File: src/rtl/mem_ctrl.sv
// Load/store sequencer: turns byte/half/word requests into aligned 32-bit mmu cycles.
// Sub-word stores use read-modify-write; the strobe registers never drop together.
module mem_ctrl #(
  parameter int unsigned WE_CYCLES   = 1,
  parameter int unsigned HOLD_CYCLES = 1
) (
  input  logic        CLK,
  input  logic        N_RST,
  input  logic        REQ,
  input  logic        WE,
  input  logic [1:0]  SIZE,
  input  logic        SIGNED,
  input  logic [31:0] ADDR,
  input  logic [31:0] WDATA,
  output logic        READY,
  output logic        DONE,
  output logic        ERR,
  output logic [31:0] RDATA,
  output logic [31:0] MEM_ADDR,
  output logic        MEM_N_WE,
  output logic        MEM_N_OE,
  output logic [31:0] MEM_OUT,
  input  logic [31:0] MEM_IN
);

  typedef enum logic [2:0] {IDLE, RD, RMW_RD, WR, HOLD, RESP} state_t;

  localparam logic [1:0] WE_LOAD   = 2'(WE_CYCLES - 1);
  localparam logic [1:0] HOLD_LOAD = 2'(HOLD_CYCLES - 1);

  state_t      state;
  logic [1:0]  cnt;
  logic [1:0]  lane;
  logic [1:0]  size_q;
  logic        sgn_q;
  logic [15:0] wdata_q;

  logic        err_req;
  logic [7:0]  rd_byte;
  logic [15:0] rd_half;
  logic [31:0] rd_ext;
  logic [31:0] rmw_word;

  assign READY = (state == IDLE);

  assign err_req = (SIZE == 2'b11) ||
                   (SIZE == 2'b01 && ADDR[0]) ||
                   (SIZE == 2'b10 && ADDR[1:0] != 2'b00);

  always_comb begin
    rd_byte  = MEM_IN[{lane, 3'b000} +: 8];
    rd_half  = MEM_IN[{lane[1], 4'b0000} +: 16];
    rd_ext   = MEM_IN;
    rmw_word = MEM_IN;
    case (size_q)
      2'b00: begin
        rd_ext = {{24{sgn_q & rd_byte[7]}}, rd_byte};
        rmw_word[{lane, 3'b000} +: 8] = wdata_q[7:0];
      end
      2'b01: begin
        rd_ext = {{16{sgn_q & rd_half[15]}}, rd_half};
        rmw_word[{lane[1], 4'b0000} +: 16] = wdata_q;
      end
      default: ;
    endcase
  end

  always_ff @(posedge CLK) begin
    if (!N_RST) begin
      state    <= IDLE;
      cnt      <= '0;
      lane     <= '0;
      size_q   <= '0;
      sgn_q    <= 1'b0;
      wdata_q  <= '0;
      DONE     <= 1'b0;
      ERR      <= 1'b0;
      RDATA    <= '0;
      MEM_ADDR <= '0;
      MEM_OUT  <= '0;
      MEM_N_WE <= 1'b1;
      MEM_N_OE <= 1'b1;
    end else begin
      DONE <= 1'b0;
      ERR  <= 1'b0;
      case (state)
        IDLE: begin
          if (REQ) begin
            lane    <= ADDR[1:0];
            size_q  <= SIZE;
            sgn_q   <= SIGNED;
            wdata_q <= WDATA[15:0];
            if (err_req) begin
              state <= RESP;
              DONE  <= 1'b1;
              ERR   <= 1'b1;
            end else begin
              MEM_ADDR <= {ADDR[31:2], 2'b00};
              if (!WE) begin
                state    <= RD;
                MEM_N_OE <= 1'b0;
              end else if (SIZE == 2'b10) begin
                state    <= WR;
                MEM_OUT  <= WDATA;
                MEM_N_WE <= 1'b0;
                cnt      <= WE_LOAD;
              end else begin
                state    <= RMW_RD;
                MEM_N_OE <= 1'b0;
              end
            end
          end
        end
        RD: begin
          RDATA    <= rd_ext;
          MEM_N_OE <= 1'b1;
          DONE     <= 1'b1;
          state    <= RESP;
        end
        RMW_RD: begin
          // OE releases on the same edge WE asserts; both are flops, so no overlap.
          MEM_OUT  <= rmw_word;
          MEM_N_OE <= 1'b1;
          MEM_N_WE <= 1'b0;
          cnt      <= WE_LOAD;
          state    <= WR;
        end
        WR: begin
          if (cnt == 2'd0) begin
            MEM_N_WE <= 1'b1;
            if (HOLD_CYCLES == 0) begin
              DONE  <= 1'b1;
              state <= RESP;
            end else begin
              cnt   <= HOLD_LOAD;
              state <= HOLD;
            end
          end else begin
            cnt <= cnt - 2'd1;
          end
        end
        HOLD: begin
          if (cnt == 2'd0) begin
            DONE  <= 1'b1;
            state <= RESP;
          end else begin
            cnt <= cnt - 2'd1;
          end
        end
        RESP: state <= IDLE;
        default: state <= IDLE;
      endcase
    end
  end

endmodule

File: config.mk
export PLATFORM = sky130hd
export DESIGN_NAME = mem_ctrl
export DESIGN_NICKNAME = d
export VERILOG_FILES = /design/src/rtl/mem_ctrl.sv
export SDC_FILE = /design/constraint.sdc
export NUM_CORES = 1
export LEC_CHECK = 0
export BUFFER_PORTS_ARGS = -buffer_cell sky130_fd_sc_hd__buf_2
export CORE_UTILIZATION = 35
export CTS_CLUSTER_SIZE = 8
export DETAILED_ROUTE_END_ITERATION = 8
export SLEW_MARGIN = 20
export SYNTH_ARGS = -nofsm -noshare
export SYNTH_HDL_FRONTEND = slang
export SYNTH_SLANG_ARGS = --single-unit
File: constraint.sdc
create_clock -name CLK -period 4 [get_ports CLK]
set_clock_uncertainty 0.15 [all_clocks]
set_input_delay 0.4 -clock CLK [delete_from_list [all_inputs] [get_ports CLK]]
set_output_delay 0.4 -clock CLK [all_outputs]
set_load 0.05 [all_outputs]
==> flow_summary.yaml <==
placement:
  place_hpwl_mm: 14.5
  portBuffers: 201
  dp_slack_ns: 1.16
  place.gp.congestion: 0.929
detailed_routing:
  viasPerCell: 5.52
  first_iter_violations: 561
  antenna_left: 0
  drtPass1Iterations: 6
  drc: 0
  num_vias: 6194
  wirelength_mm: 20.5
  wl_per_cell_um: 18.3
power_and_ir_drop:
  p_per_area_nw_per_um2: 560
  p_total_mw: 4.32
  vdd.ir_drop.worst_v: 0.000303
  leakage_nw: 3.25
floorplanning:
  start_util_pct: 35.9
  die_h_um: 133
  die_w_um: 133
  core_um2: 16600
  fp.dieArea_um2: 17600
  io_pins: 204
  floorplan.rows: 47
sta:
  fmax_mhz: 347
  setup_ws_ns: 1.12
  worst_pin_slew_ns: 1.04
  final_hold_viol_count: 0
  max_slew_margin_pct: 31.0
  final.setup.tns_ns: 0
  fin_crit_sh_pct: 72.0
  finalSetupViolations: 0
  min_period_ns: 2.88
  maxSlewViolCount: 0
  rsz0062_at_grt: "no"
synthesis:
  synthTopCellsByArea: "dfxtp_1 42%, nand2_1 7.9%, a21oi_1 7.6%"
  async_reset_ff_share_pct: 0
  ys.flop_type: "dfxtp_1"
  yosys_warnings: 0
  ys_ff_latch: 124
  ys_seq_area_share_pct: 41.6
  ys_types: 59
  syn-cell-area_um2: 5960
  syn_area_per_cell_um2: 8.26
  synth_top_area_share_pct: 41.6
  yosys.area.top_type: "dfxtp_1"
  synth-edff-count: 0
  syn_inst: 722
final_layout:
  syn2layout_area_growth_pct: 29.5
  drive_above_1_share_pct: 28.5
  final-seq-area_um2: 2490
  fillers: 1685
  final_net_count: 1003
  num_antenna_cells: 0
  multi_input_area_um2: 3130
cts:
  cts_sinks: 124
  root_buffer: "clkbuf_16"
  clk_latency_ns: 0.42
  post_cts_resized: 0
  cts_buffers: 17
  path_clk_slew_ns: 0.06
  post_cts_buffers: 0
  cts_tree: "done"
  cts_hold_repair.buffers: 0
  htree_levels: 4
  cts_max_path_buffers: 2
setup_path:
  worst_r2r_startpoint: "lane[1]$_SDFFE_PN0P_"
  r2r-end: "MEM_OUT[10]$_SDFFE_PN0P_"
  path_max_fanout: 14
  worst-path-buf-inv: 1
  cpPeakStageDelay_ns: 0.65
  r2r_slack_ns: 1.12
  path_cells: "clkinv_1 > ha_1 > or4b_4 > nor2_2 > a221oi_1 > o32ai_1"
  rr_worst_depth: 6
  critPathKind: "register to register"
  required_ns: 4.16
  critPathLaunch: "lane[1]$_SDFFE_PN0P_"
  crit_family: "simple AND/OR/NAND/NOR gates"
  critPathSlowestCell: "dfxtp_1"
  startpoint_type: "register"
  cp_data_arrival_time_ns: 3.04
  endpoint_kind: "register"
run:
  cap_violations: 0
global_route:
  antenna_found_initial: 0
  first_global_vias: 5791
  grt_max_degree: 54
  grt_pass1_wl_mm: 31.8
  grt_overflow: 0
  grt_use_total_pct: 23.2
min_path:
  min_path_type: "input port to register"
  min_from: "ADDR[2]"
  whs_path_depth: 3
  min_to: "MEM_ADDR[2]$_SDFFE_PN0P_"
status:
  status: "finished, final reports clean"
cell families (layout without fill, tap and decap cells):
kind of cell,count (synthesis),in the layout,share of synthesized area (%)
DFF,124,124,41.6
buffers and inverters,94,274,6.26
other,1,2,0.0629
muxes,19,19,4.66
adders and majority gates,8,8,1.68
and+or+nand+nor,217,217,16.6
xor gates and xnor gates,1,1,0.147
AOI/OAI and AO/OA,258,258,28.9
state kept, by name, indices dropped and copies added, names as in the netlist, 2 cells and up:
register	cells
MEM_ADDR	30
MEM_OUT	32
RDATA	32
cnt	2
lane	2
size_q	2
state	3
wdata_q	16
stage by stage:
step | instances | utilization [%] | instance area (um^2) | hold slack [ns]
floorplan | 723 | - | 5960 | 0.282
global placement | 1093 | 42.7 | 7070 | 0.288
detailed placement | 1093 | 42.7 | 7080 | 0.294
CTS | 1123 | 46.5 | 7710 | 0.0473
global route | 1123 | 46.5 | 7720 | 0.0560
finish | 1123 | 46.5 | 7720 | 0.0616
where the power goes:
group          switching, mW  internal [mW]  leakage (nW)  total [mW]
Combinational          0.824          0.323          1.93        1.15
Clock                  0.554           1.12         0.308        1.67
Sequential             0.131           1.37          1.01        1.50
worst max-delay path by stage:
stage / cells past startpoint / to
finish: 6 / MEM_OUT[10]$_SDFFE_PN0P_
global route: 6 / MEM_OUT[11]$_SDFFE_PN0P_
CTS: 6 / MEM_OUT[10]$_SDFFE_PN0P_
detailed placement: 6 / MEM_OUT[11]$_SDFFE_PN0P_
global placement: 6 / MEM_OUT[10]$_SDFFE_PN0P_
floorplan: 8 / MEM_OUT[30]$_SDFFE_PN0P_
Yosys cell counts (2+ instances only):
library cell  count
a21oi_1          90
a21o_1           26
a221o_1           5
a32o_1            6
o31a_1            2
a221oi_1         26
buf_4             2
o21a_1            2
and3_1            2
ha_1              8
nor2b_1          12
buf_1             2
o21ai_0          41
buf_2            10
a22oi_1           8
a22o_1            9
or2_2             3
nand2_1         126
o22ai_1           3
mux4_2            7
clkbuf_1         45
nor3_1            3
nand3_1           5
a311oi_1          2
o32ai_1          27
and3b_1           2
mux2i_1          12
dfxtp_1         124
inv_1            34
a2111oi_0         2
nor2_1           38
nand2b_1         11
worst min-delay path, delay by kind of cell:
family          cells  cell delay, ns
buf+inv             1            0.09
compound gates      1            0.05
simple gates        1            0.04
cell usage in the layout, fill, tap and decap left out, drive strengths merged, types with 2 or more instances in the layout:
master	Yosys	layout
a221o	5	5
a22oi	8	8
bufinv	0	4
clkbuf	45	24
nor3	3	3
o22ai	3	3
mux4	7	7
nand2	126	126
nor3b	3	3
clkinv	1	2
a2111oi	2	2
ha	8	8
a21o	26	26
nand2b	11	11
dfxtp	124	124
inv	34	34
nor2b	12	12
o21ai	42	42
and3	2	2
a311oi	2	2
nor2	39	39
conb	1	2
o21a	2	2
a32o	6	6
and3b	2	2
mux2i	12	12
a22o	9	9
a21oi	90	90
o32ai	27	27
or2	4	4
o31a	2	2
buf	14	209
a221oi	26	26
nand3	5	5
nor4b	2	2
layout make-up:
class                           count  share of cell area (%)
Clock buffer                       24                    6.50
Timing Repair Buffer              209                    13.8
Inverter                           35                    1.70
Tap cell                          220                    3.57
Multi-Input combinational cell    505                    40.5
Sequential cell                   124                    32.2
Clock inverter                      6                    1.72
routing by layer:
layer | up-vias | part of all wire [%] | GRT usage, %
li1 | 2933 | - | -
met2 | 294 | 45 | 35.9
met3 | 41 | 7.9 | 5.56
met4 | 0 | 3.2 | 10.4
met1 | 2926 | 44 | 30.6
met5 | - | 0 | 0
(Power assumes the default switching activity.)
